--- src/rtl/fwd_operand_stage.sv ---
// Operand forwarding and load-use interlock at the ID/EX boundary.
// Optional performance counters are enabled by defining FWD_PERF_EN.
module fwd_operand_stage #(
    parameter int XLEN       = 64,
    parameter int NSTAGES    = 3,
    parameter int LOAD_STAGE = 1
) (
    input  logic            clk,
    input  logic            rst,
    input  logic            id_valid,
    output logic            id_ready,
    input  logic            id_flush,
    input  logic [4:0]      id_rs1,
    input  logic [4:0]      id_rs2,
    input  logic            id_use_rs1,
    input  logic            id_use_rs2,
    input  logic [4:0]      id_rd,
    input  logic            id_we,
    input  logic            id_is_load,
    input  logic [1:0]      id_asel,
    input  logic [1:0]      id_bsel,
    input  logic [XLEN-1:0] id_pc,
    input  logic [XLEN-1:0] id_imm,
    input  logic [XLEN-1:0] rf_rs1,
    input  logic [XLEN-1:0] rf_rs2,
    input  logic [XLEN-1:0] ex_res,
    input  logic [XLEN-1:0] mem_rdata,
    output logic            ex_valid,
    output logic [XLEN-1:0] ex_a,
    output logic [XLEN-1:0] ex_b,
    output logic [XLEN-1:0] ex_rs2
`ifdef FWD_PERF_EN
    ,
    output logic [31:0]     perf_stall_cnt,
    output logic [31:0]     perf_fwd_cnt
`endif
);

    logic            vld_q  [NSTAGES];
    logic [4:0]      rd_q   [NSTAGES];
    logic            we_q   [NSTAGES];
    logic            ld_q   [NSTAGES];
    logic [XLEN-1:0] data_q [NSTAGES];
    logic            rdy    [NSTAGES];
    logic [XLEN-1:0] fdata  [NSTAGES];

    logic            hit1, hit2, rdy1, rdy2;
    logic [XLEN-1:0] fwd1, fwd2;
    logic            stall, fire;

    function automatic logic [XLEN-1:0] sel_a(input logic [1:0] s,
                                              input logic [XLEN-1:0] rs,
                                              input logic [XLEN-1:0] pc);
        case (s)
            2'd0:    return '0;
            2'd1:    return rs;
            default: return pc;
        endcase
    endfunction

    function automatic logic [XLEN-1:0] sel_b(input logic [1:0] s,
                                              input logic [XLEN-1:0] rs,
                                              input logic [XLEN-1:0] imm);
        case (s)
            2'd0:    return '0;
            2'd1:    return rs;
            default: return imm;
        endcase
    endfunction

    // Per-entry readiness and the value it would forward right now.
    always_comb begin
        for (int k = 0; k < NSTAGES; k++) begin
            rdy[k] = !ld_q[k] || (k >= LOAD_STAGE);
            if (k == 0 && !ld_q[k])
                fdata[k] = ex_res;
            else if (k == LOAD_STAGE && ld_q[k])
                fdata[k] = mem_rdata;
            else
                fdata[k] = data_q[k];
        end
    end

    // Scan oldest to youngest so the lowest-index match overrides.
    always_comb begin
        hit1 = 1'b0;
        rdy1 = 1'b1;
        fwd1 = rf_rs1;
        hit2 = 1'b0;
        rdy2 = 1'b1;
        fwd2 = rf_rs2;
        for (int k = NSTAGES - 1; k >= 0; k--) begin
            if (vld_q[k] && we_q[k] && rd_q[k] == id_rs1 && id_rs1 != 5'd0 && id_use_rs1) begin
                hit1 = 1'b1;
                rdy1 = rdy[k];
                fwd1 = fdata[k];
            end
            if (vld_q[k] && we_q[k] && rd_q[k] == id_rs2 && id_rs2 != 5'd0 && id_use_rs2) begin
                hit2 = 1'b1;
                rdy2 = rdy[k];
                fwd2 = fdata[k];
            end
        end
    end

    assign stall    = id_valid && !id_flush && ((hit1 && !rdy1) || (hit2 && !rdy2));
    assign id_ready = !stall;
    assign fire     = id_valid && id_ready && !id_flush;

    always_ff @(posedge clk or posedge rst) begin
        if (rst) begin
            for (int k = 0; k < NSTAGES; k++) begin
                vld_q[k] <= 1'b0;
                rd_q[k]  <= 5'd0;
                we_q[k]  <= 1'b0;
                ld_q[k]  <= 1'b0;
            end
        end else begin
            for (int k = NSTAGES - 1; k > 0; k--) begin
                vld_q[k] <= vld_q[k-1];
                rd_q[k]  <= rd_q[k-1];
                we_q[k]  <= we_q[k-1];
                ld_q[k]  <= ld_q[k-1];
            end
            vld_q[0] <= fire;
            rd_q[0]  <= id_rd;
            we_q[0]  <= id_we;
            ld_q[0]  <= id_is_load;
        end
    end

    // Result data travels with its entry; entry 0 never holds a stored value.
    always_ff @(posedge clk) begin
        for (int k = NSTAGES - 1; k > 0; k--)
            data_q[k] <= fdata[k-1];
        data_q[0] <= '0;
    end

    always_ff @(posedge clk or posedge rst) begin
        if (rst) begin
            ex_valid <= 1'b0;
            ex_a     <= '0;
            ex_b     <= '0;
            ex_rs2   <= '0;
        end else begin
            ex_valid <= fire;
            if (fire) begin
                ex_a   <= sel_a(id_asel, fwd1, id_pc);
                ex_b   <= sel_b(id_bsel, fwd2, id_imm);
                ex_rs2 <= fwd2;
            end
        end
    end

`ifdef FWD_PERF_EN
    always_ff @(posedge clk or posedge rst) begin
        if (rst) begin
            perf_stall_cnt <= '0;
            perf_fwd_cnt   <= '0;
        end else begin
            if (stall && perf_stall_cnt != 32'hFFFF_FFFF)
                perf_stall_cnt <= perf_stall_cnt + 32'd1;
            if (fire && (hit1 || hit2) && perf_fwd_cnt != 32'hFFFF_FFFF)
                perf_fwd_cnt <= perf_fwd_cnt + 32'd1;
        end
    end
`endif

endmodule

--- config.mk ---
export PLATFORM = sky130hd
export DESIGN_NAME = fwd_operand_stage
export DESIGN_NICKNAME = d
export VERILOG_FILES = /design/src/rtl/fwd_operand_stage.sv
export SDC_FILE = /design/constraint.sdc
export NUM_CORES = 1
export LEC_CHECK = 0
export ABC_AREA = 1
export BUFFER_PORTS_ARGS = -buffer_cell sky130_fd_sc_hd__buf_2
export CAP_MARGIN = 5
export CORE_AREA = 3 3 234 236
export CTS_CLUSTER_SIZE = 14
export DETAILED_ROUTE_END_ITERATION = 12
export DIE_AREA = 0 0 237 239
export GPL_TIMING_DRIVEN = 1
export SLEW_MARGIN = 20
export SYNTH_ARGS = -nofsm -noshare
export SYNTH_HDL_FRONTEND = slang
export SYNTH_SLANG_ARGS = --single-unit
--- constraint.sdc ---
create_clock -name clk -period 5.7 [get_ports clk]
set_input_delay 0.285 -clock clk [delete_from_list [all_inputs] [get_ports clk]]
set_output_delay 0.285 -clock clk [all_outputs]
set_load 0.05 [all_outputs]
==> Word level (Yosys, flattened, before mapping) <==
Memory sizes are Yosys's and may differ from the RTL's.
Cells that the tools add are included.
{ "totals": {"reg_bits": 215, "latch_bits": 0, "mem_bits_rw": 192, "rom_bits": 0, "in_bits": 411, "out_inout_bits": 194, "wordCells": 78, "mem_count": 1} }
{ "mem_list": {"columns": ["name", "words", "width", "read_ports", "rd_clocked_by_memory_dff", "wr", "line", "rtl"], "rows": [
  ["data_q", 3, 64, 3, 0, 3, "43", "logic [XLEN-1:0] data_q [NSTAGES];"]
]} }
{ "classes": {"add_sub_neg": 0, "mul": 0, "n_div": 0, "n_lt_le_gt_ge": 0, "eq_ne": 8, "n_shift": 0, "muxes": 18, "bitwise": 0, "reduce_logical": 37} }
{ "ops": {"columns": ["op", "n"], "rows": [
  ["2-to-1 mux 64 bit", 8],
  ["case mux 64 bit (2 select lines)", 2],
  ["equality test 5 bit", 6],
  ["logical AND 1 bit", 27],
  ["nonzero test 5 bit", 2],
  ["2-to-1 mux 1 bit", 8],
  ["zero test 1 bit", 5],
  ["equality test 2 x 1 -> 1 bit (second input constant)", 2],
  ["zero test 2 bit", 2],
  ["logical OR 1 bit", 1]
]} }

==> Depth between registers and ports, before layout <==
Gate-level depths: netlist of the first run.
{ "depth": {"word_depth": 13, "mapped_depth": 14, "depth_no_buf": 13} }

==> Worst setup path after synthesis of the first run <==
No wires, ideal clock.
{ "synth_path": {"path_kind": "register -> register", "from": "register, netlist name ex_valid", "to": "register ex_rs2[52]", "setup_ns": 0.118, "arrival_ns": 1.835, "required_ns": 5.582, "path_slack_ns": 3.747, "path_stages_with_launch": 12, "n_path_buf": 2, "synth_period_minus_slack_ns": 1.953, "cell_sequence": "dfrtp_1 > nand3_1 > nor2_1 > nand4_2 > nand2_1 > nand2_1 > nand2_2 > inv_2 > buf_4 > buf_4 > nand2_1 > nand2_1"} }
{ "synth_rtl": {"columns": ["item", "line", "rtl"], "rows": [
  ["end signal, assigned", "150", "ex_rs2 <= fwd2;"],
  ["end, declared", "31", "output logic [XLEN-1:0] ex_rs2"]
]} }

==> Final worst setup path of the first run <==
{ "layout_path": {"from": "register rd_q[5] (netlist name)", "to": "register ex_a[0]"} }
{ "layout_between": {"elab_chain_cells": 12, "word_cells_on_any_way": 22, "cone_classes": "2 x eq/ne; 7 x mux; 13 x reduce/logical"} }
{ "layout_lines": {"columns": ["item", "line", "rtl"], "rows": [
  ["start, declared", "40", "logic [4:0] rd_q [NSTAGES];"],
  ["start signal, assigned by index", "121", "rd_q[k] <= rd_q[k-1];"],
  ["equality test 5 bit (on tied branches)", "93, 98", null],
  ["logical AND 1 bit (on tied branches) (3 in series)", "93, 98", null],
  ["2-to-1 mux 1 bit (on tied branches) (2 in series)", "93, 98", null],
  ["logical AND 1 bit", "106", "assign stall = id_valid && !id_flush && ((hit1 && !rdy1) || (hit2 && !rdy2));"],
  ["logical OR 1 bit", "106", null],
  ["logical AND 1 bit", "106", null],
  ["zero test 1 bit", "107", "assign id_ready = !stall;"],
  ["logical AND 1 bit (2 in series)", "108", "assign fire = id_valid && id_ready && !id_flush;"],
  ["end signal, assigned", "148", "ex_a <= sel_a(id_asel, fwd1, id_pc);"],
  ["end, declared", "29", "output logic [XLEN-1:0] ex_a,"]
]} }
Parallel ways exist; a longest one is shown, timed or not.
A chain may end at the register's enable or synchronous reset.

==> results of run 1 <==
## final timing paths
| kind | start | slack [ns] | endpoint |
|---|---|---|---|
| setup reg to reg | rd_q[5]$_DFF_PP0_ | 2.54 | ex_a[0]$_DFFE_PP0P_ |
| min in group asynchronous | rst | 0.44 | ex_rs2[20]$_DFFE_PP0P_ |
| hold / removal | mem_rdata[9] | 0.03 | data_q[0][137]$_DFF_P_ |
| setup / recovery | rd_q[5]$_DFF_PP0_ | 2.54 | ex_a[0]$_DFFE_PP0P_ |
| max in group asynchronous | rst | 4.02 | ld_q[1]$_DFF_PP0_ |
| hold reg to reg | we_q[1]$_DFF_PP0_ | 0.37 | we_q[0]$_DFF_PP0_ |
## cell usage after synthesis (2+ instances only)
cell and instances:
a21oi_1 215, buf_1 9, buf_2 49, buf_4 15, buf_6 28, clkbuf_1 76
dfrtp_1 215, dfxtp_1 128, inv_1 386, inv_2 6, mux2_2 43, nand2_1 964
nand2_2 2, nand3_1 222, nand3b_1 64, nand4_1 5, nor2_1 282, o21ai_0 88
o21ai_1 62, xnor2_1 8, xor2_1 2
## routing by layer
metal,wire length [um],global-route usage [%]
met2,38800,46.3
met1,34100,36.8
met3,6200,4.15
met4,2600,9.57
met5,41,0
## timing repair
action / 4_1_cts / 5_1_grt
endpoints found under the setup margin: 0 / 0
hold endpoints to repair: 197 / 0
hold buffers: 110 / 0
## power groups by stage
| stage | Combinational [mW] | Clock (mW) | Sequential [mW] |
|---|---|---|---|
| after detailed placement | 1.84 | 0 | 2.87 |
| after floorplan | 0.576 | 0 | 3.52 |
| after global placement | 1.83 | 0 | 2.88 |
| after CTS | 1.91 | 2.73 | 2.83 |
| final | 1.91 | 2.68 | 2.84 |
| after global routing | 2.04 | 2.82 | 2.86 |
## through the flow
step                power, mW  instance area (um2)  hold slack (ns)  std cells  worst slack (ns)
finish                   7.43                24900           0.0315       4207              2.54
global route             7.72                24900          0.00726       4207              2.22
CTS                      7.47                24900          0.00256       4202              2.46
detailed placement       4.72                22400            0.369       4017              2.12
global placement         4.71                22400            0.365       4017              2.20
floorplan                4.09                19200            0.316       2875              2.62
## kinds of logic after synthesis
kind of cell | count (synthesis) | share of synthesized area, %
and+or+nand+nor | 1543 | 33.1
DFF | 343 | 41.4
muxes | 43 | 2.53
buffers and inverters | 569 | 12.8
AOI/OAI and AO/OA | 367 | 9.61
xor gates and xnor gates | 10 | 0.457
## layout make-up
cell class / instances / area (um2) / area share [%]
Multi-Input combinational cell: 1963 / 8860 / 35.6
Sequential cell: 343 / 7950 / 31.9
Clock inverter: 14 / 128 / 0.513
Timing Repair Buffer: 742 / 4360 / 17.5
Inverter: 392 / 1480 / 5.95
Antenna cell: 4 / 10.0 / 0.0402
Tap cell: 688 / 861 / 3.46
Clock buffer: 61 / 1230 / 4.96
## placed cells by master, fill, tap and decap left out, types with 4 or more instances in the layout
cell type,count
inv_1,385
nand2_4,5
clkinv_2,9
clkbuf_8,9
nand4_1,5
buf_2,604
xnor2_1,8
o21ai_0,88
a21oi_1,215
nand3b_1,64
nor2_1,274
nand3_1,222
o21ai_1,62
buf_4,26
dfrtp_1,214
inv_2,4
mux2_2,43
nand2_1,960
dfxtp_1,128
dlygate4sd3_1,110
nor2_4,7
clkbuf_16,43
diode_2,4
clkbuf_1,9
## sequential cells by signal, indices dropped and copies added, names as in the netlist
register / count
ex_a: 64
ex_b: 64
data_q: 128
ex_valid: 1
ex_rs2: 64
we_q: 3
ld_q: 2
vld_q: 2
rd_q: 15
==> results.yml, run 1 <==
sta:
  period_minus_slack_ns: 3.16
  fmax_mhz: 317
  max_slew_margin_pct: 23.4
  slew_viol_final: 0
  hold_viol_final: 0
  finalCritPeriodShare_pct: 55.4
  setup-tns-final_ns: 0
  rsz0062_at_grt: "no"
  worstMarginPinSlew_ns: 1.15
  setup_viol: 0
  skew_ns: 0.0181
setup_path:
  critical-path-max-stage-delay_ns: 0.84
  path_buf_inv: 1
  cp.depth: 9
  critPathMaxFanout: 64
  cp_slowest_cell: "nor2_4"
  crit_required_ns: 6.13
  end_kind: "flop"
  path_cells: "inv_1, nand2_1, nand4_1, nor2_4, nand2_4, nand3_1, nand2_1, nand2_1, a21oi_1"
  worstRegToRegCells: 9
  critPathMostFrequentCell: "nand2_1"
  crit_family: "simple AND/OR/NAND/NOR gates"
  critical_path_class: "flop to flop"
  critPathLaunchType: "flop"
  crit_arrival_ns: 3.59
synth:
  yosysTopAreaCell: "dfrtp_1"
  synth_top_area_share_pct: 28.1
  async_flop_share_pct: 62.7
  seq_area_frac_synth_pct: 41.4
  synth-seq-cells: 343
  synth_area_leaders: "dfrtp_1 (28%), nand2_1 (19%), dfxtp_1 (13%), inv_1 (7.6%), nand3_1 (5.8%)"
  synth_area_per_cell_um2: 6.67
  syn_nets: 3286
  synth_warnings: 0
  synth_edf_count: 0
  synth-main-ff-cell: "dfrtp_1"
  yosys.cell_types.count: 27
  syn_inst: 2875
  syn-cell-area_um2: 19200
power:
  p_leak_nw: 14.3
  clock_power_share_pct: 36.1
  power_frac_seq_pct: 38.2
  vdd_drop_max_uv: 194
  powerDensity_nw_per_um2: 298
  p_int_mw: 4.79
  p_switching_mw: 2.64
  sw_frac_of_total_pct: 35.6
  combPwrFrac_pct: 25.7
placement:
  port_buffers: 604
  gp_congestion: 0.869
  place.detailed.hpwl_um: 55500
clocking:
  clkTransAtPathRegs_ns: 0.06
  insertion_delay_ns: 0.56
  clock-root-buffer: "clkbuf_16"
  h-tree-depth: 2
  cts_tree: "done"
  numCtsBuffers: 41
  cts_resized: 0
  post-cts-setup-buffers: 0
  clock_sinks: 343
  clk_path_buf_depth: 3
finish:
  final_nets: 3894
  nFillCells: 5542
  area_delta_synth_final_pct: 29.8
  final_util_pct: 47.3
  layout-drive-gt1-share_pct: 21.8
global_routing:
  grt_pass1_wl_um: 122000
  grt_use_total_pct: 27.7
  first_global_vias: 20218
  grt-ovfl-total: 0
  antenna_found_initial: 8
  grt_max_degree: 100
route:
  drt_iter0_drc: 1775
  wl_um: 81700
  drt_first_pass_iters: 6
  drc_errors: 0
  vias_per_cell: 4.97
  ant_nets: 0
  avgRoutedWirePerCell_um: 19.4
  num_vias: 20897
floorplan:
  ios: 605
  start_util_pct: 36.4
  die_x_um: 237
  die_h_um: 239
  design.die.area_um2: 56600
  core_area_um2: 52700
  rows: 84
flow_run:
  maxCapViolCount: 0
worst_hold_path:
  hold_path.class: "primary input to flop"
  hold_depth: 2
outcome:
  status: "completed"
(Power assumes the default switching activity.)
==> run 2: changes to the inputs <==
==> constraint.sdc (replaced) <==
create_clock -name clk -period 2.6 [get_ports clk]
set_input_delay 0.13 -clock clk [delete_from_list [all_inputs] [get_ports clk]]
set_output_delay 0.13 -clock clk [all_outputs]
set_load 0.05 [all_outputs]
==> results.yml, run 2 (synthesis results as in run 1) <==
outcome:
  status: "completed"
finish:
  area_delta_synth_final_pct: 41.4
  largest_register: "data_q"
  final_util_pct: 51.5
  final_nets: 4088
  mostFrequentLayoutCell: "nand2_1"
  layout_common_cells: "nand2_1 (960), buf_2 (604), inv_1 (385), dlygate4sd3_1 (285), nor2_1 (274)"
  final_cells: 4402
  largest_register_ffs: 128
  layout-drive-gt1-share_pct: 20.9
  stdcell_area_um2: 27100
power:
  combPwrFrac_pct: 26.6
  p_switching_mw: 5.88
  clock_power_share_pct: 36.2
  p_int_mw: 10.9
  powerDensity_nw_per_um2: 618
  power_frac_seq_pct: 37.1
  sw_frac_of_total_pct: 35.1
  vdd_drop_max_uv: 444
  fin_total_pwr_mw: 16.8
  p_leak_nw: 15.2
global_routing:
  antenna_found_initial: 6
  grt-ovfl-total: 0
  grt_max_degree: 86
  grt_use_total_pct: 28.6
  grt_pass1_wl_um: 126000
  first_global_vias: 21069
route:
  num_vias: 21750
  wl_um: 84400
  drt_iter0_drc: 1714
  avgRoutedWirePerCell_um: 19.2
  ant_nets: 0
  vias_per_cell: 4.94
  drt_first_pass_iters: 5
  drc_errors: 0
sta:
  slew_viol_final: 0
  setup_viol: 0
  period_minus_slack_ns: 2.27
  worstMarginPinSlew_ns: 1.03
  hold_viol_final: 0
  finalCritPeriodShare_pct: 87.4
  max_slew_margin_pct: 31.3
  skew_ns: 0.0193
  fin_ws_ns: 0.328
  rsz0062_at_grt: "no"
  hold_slack_ns: 0.0331
  setup-tns-final_ns: 0
  fmax_mhz: 440
clocking:
  clk_path_buf_depth: 3
  numCtsBuffers: 42
  post-cts-setup-buffers: 0
  cts_resized: 0
  hold_buffers: 285
  clkTransAtPathRegs_ns: 0.06
  h-tree-depth: 2
  insertion_delay_ns: 0.57
  clock_sinks: 343
  cts_tree: "done"
  clock-root-buffer: "clkbuf_16"
setup_path:
  critPathLaunchType: "flop"
  crit_arrival_ns: 2.75
  end_kind: "flop"
  critPathMaxFanout: 65
  crit_required_ns: 3.08
  critical_path_class: "flop to flop"
floorplan:
  design.die.area_um2: 56600
  core_area_um2: 52700
  ios: 605
  rows: 84
  die_h_um: 239
  die_x_um: 237
  start_util_pct: 36.4
placement:
  gp_congestion: 0.922
  port_buffers: 604
  dpl.cell_count: 4036
  dpl_cell_area_um2: 22800
  place_ws_ns: 0.394
  place.detailed.hpwl_um: 57000
flow_run:
  maxCapViolCount: 0
worst_hold_path:
  hold_path.class: "primary input to flop"
==> run 2: cell types whose count changed in the layout (fill, tap and decap cells not counted), sizes merged <==
cell,previous run,this run
clkbuf,61,68
bufinv,2,3
dlygate4sd3,110,285
clkinvlp,3,4
buf,632,650
inv,391,390
diode,4,5
clkinv,10,3
==> run 2: path summary, 6_finish.rpt <==
kind                               startpoint                      to  slack, ns  depth (start not counted)
hold reg to reg            vld_q[1]$_DFF_PP0_      vld_q[0]$_DFF_PP0_       0.38                          0
min in group asynchronous                 rst    ex_b[22]$_DFFE_PP0P_       0.26                          3
setup reg to reg           rd_q[13]$_DFF_PP0_    ex_a[11]$_DFFE_PP0P_       0.33                         10
hold / removal                  mem_rdata[44]  data_q[0][172]$_DFF_P_       0.03                          5
max in group asynchronous                 rst       ld_q[1]$_DFF_PP0_       1.50                          4
setup / recovery           rd_q[13]$_DFF_PP0_    ex_a[11]$_DFFE_PP0P_       0.33                         10
==> run 2: power by group through the flow <==
stage / sequential (mW) / clock [mW] / combinational, mW
floorplan: 7.71 / 0 / 1.26
global placement: 6.32 / 0 / 4.07
detailed placement: 6.30 / 0 / 4.10
CTS: 6.21 / 6.18 / 4.45
global route: 6.27 / 6.38 / 4.76
finish: 6.22 / 6.07 / 4.47
==> run 2: critical path, cell delays in order, from the launching register on <==
cell,delay (ns)
dfrtp_1,0.42
o21a_1,0.20
nand2_1,0.05
nor2_1,0.06
nand2_4,0.08
buf_12,0.30
clkinv_2,0.14
buf_12,0.21
a21oi_1,0.22
nand2_1,0.17
a21oi_1,0.15
==> run 2: cell type report <==
type,count,area [um2]
Fill cell,5158,25500
Sequential cell,343,7950
Clock inverter,8,123
Tap cell,688,861
Clock buffer,68,1270
Timing Repair Buffer,935,6550
Antenna cell,5,12.5
Multi-Input combinational cell,1963,8860
Inverter,392,1480
==> run 2: layer usage <==
metal  track usage (%)  wire length, um  vias up
met5                 0               20        -
met4              13.3             4110        2
met3              5.76             6990      215
met2              46.4            38600     1037
met1              36.8            34600    10017
li1                  -                -    10479
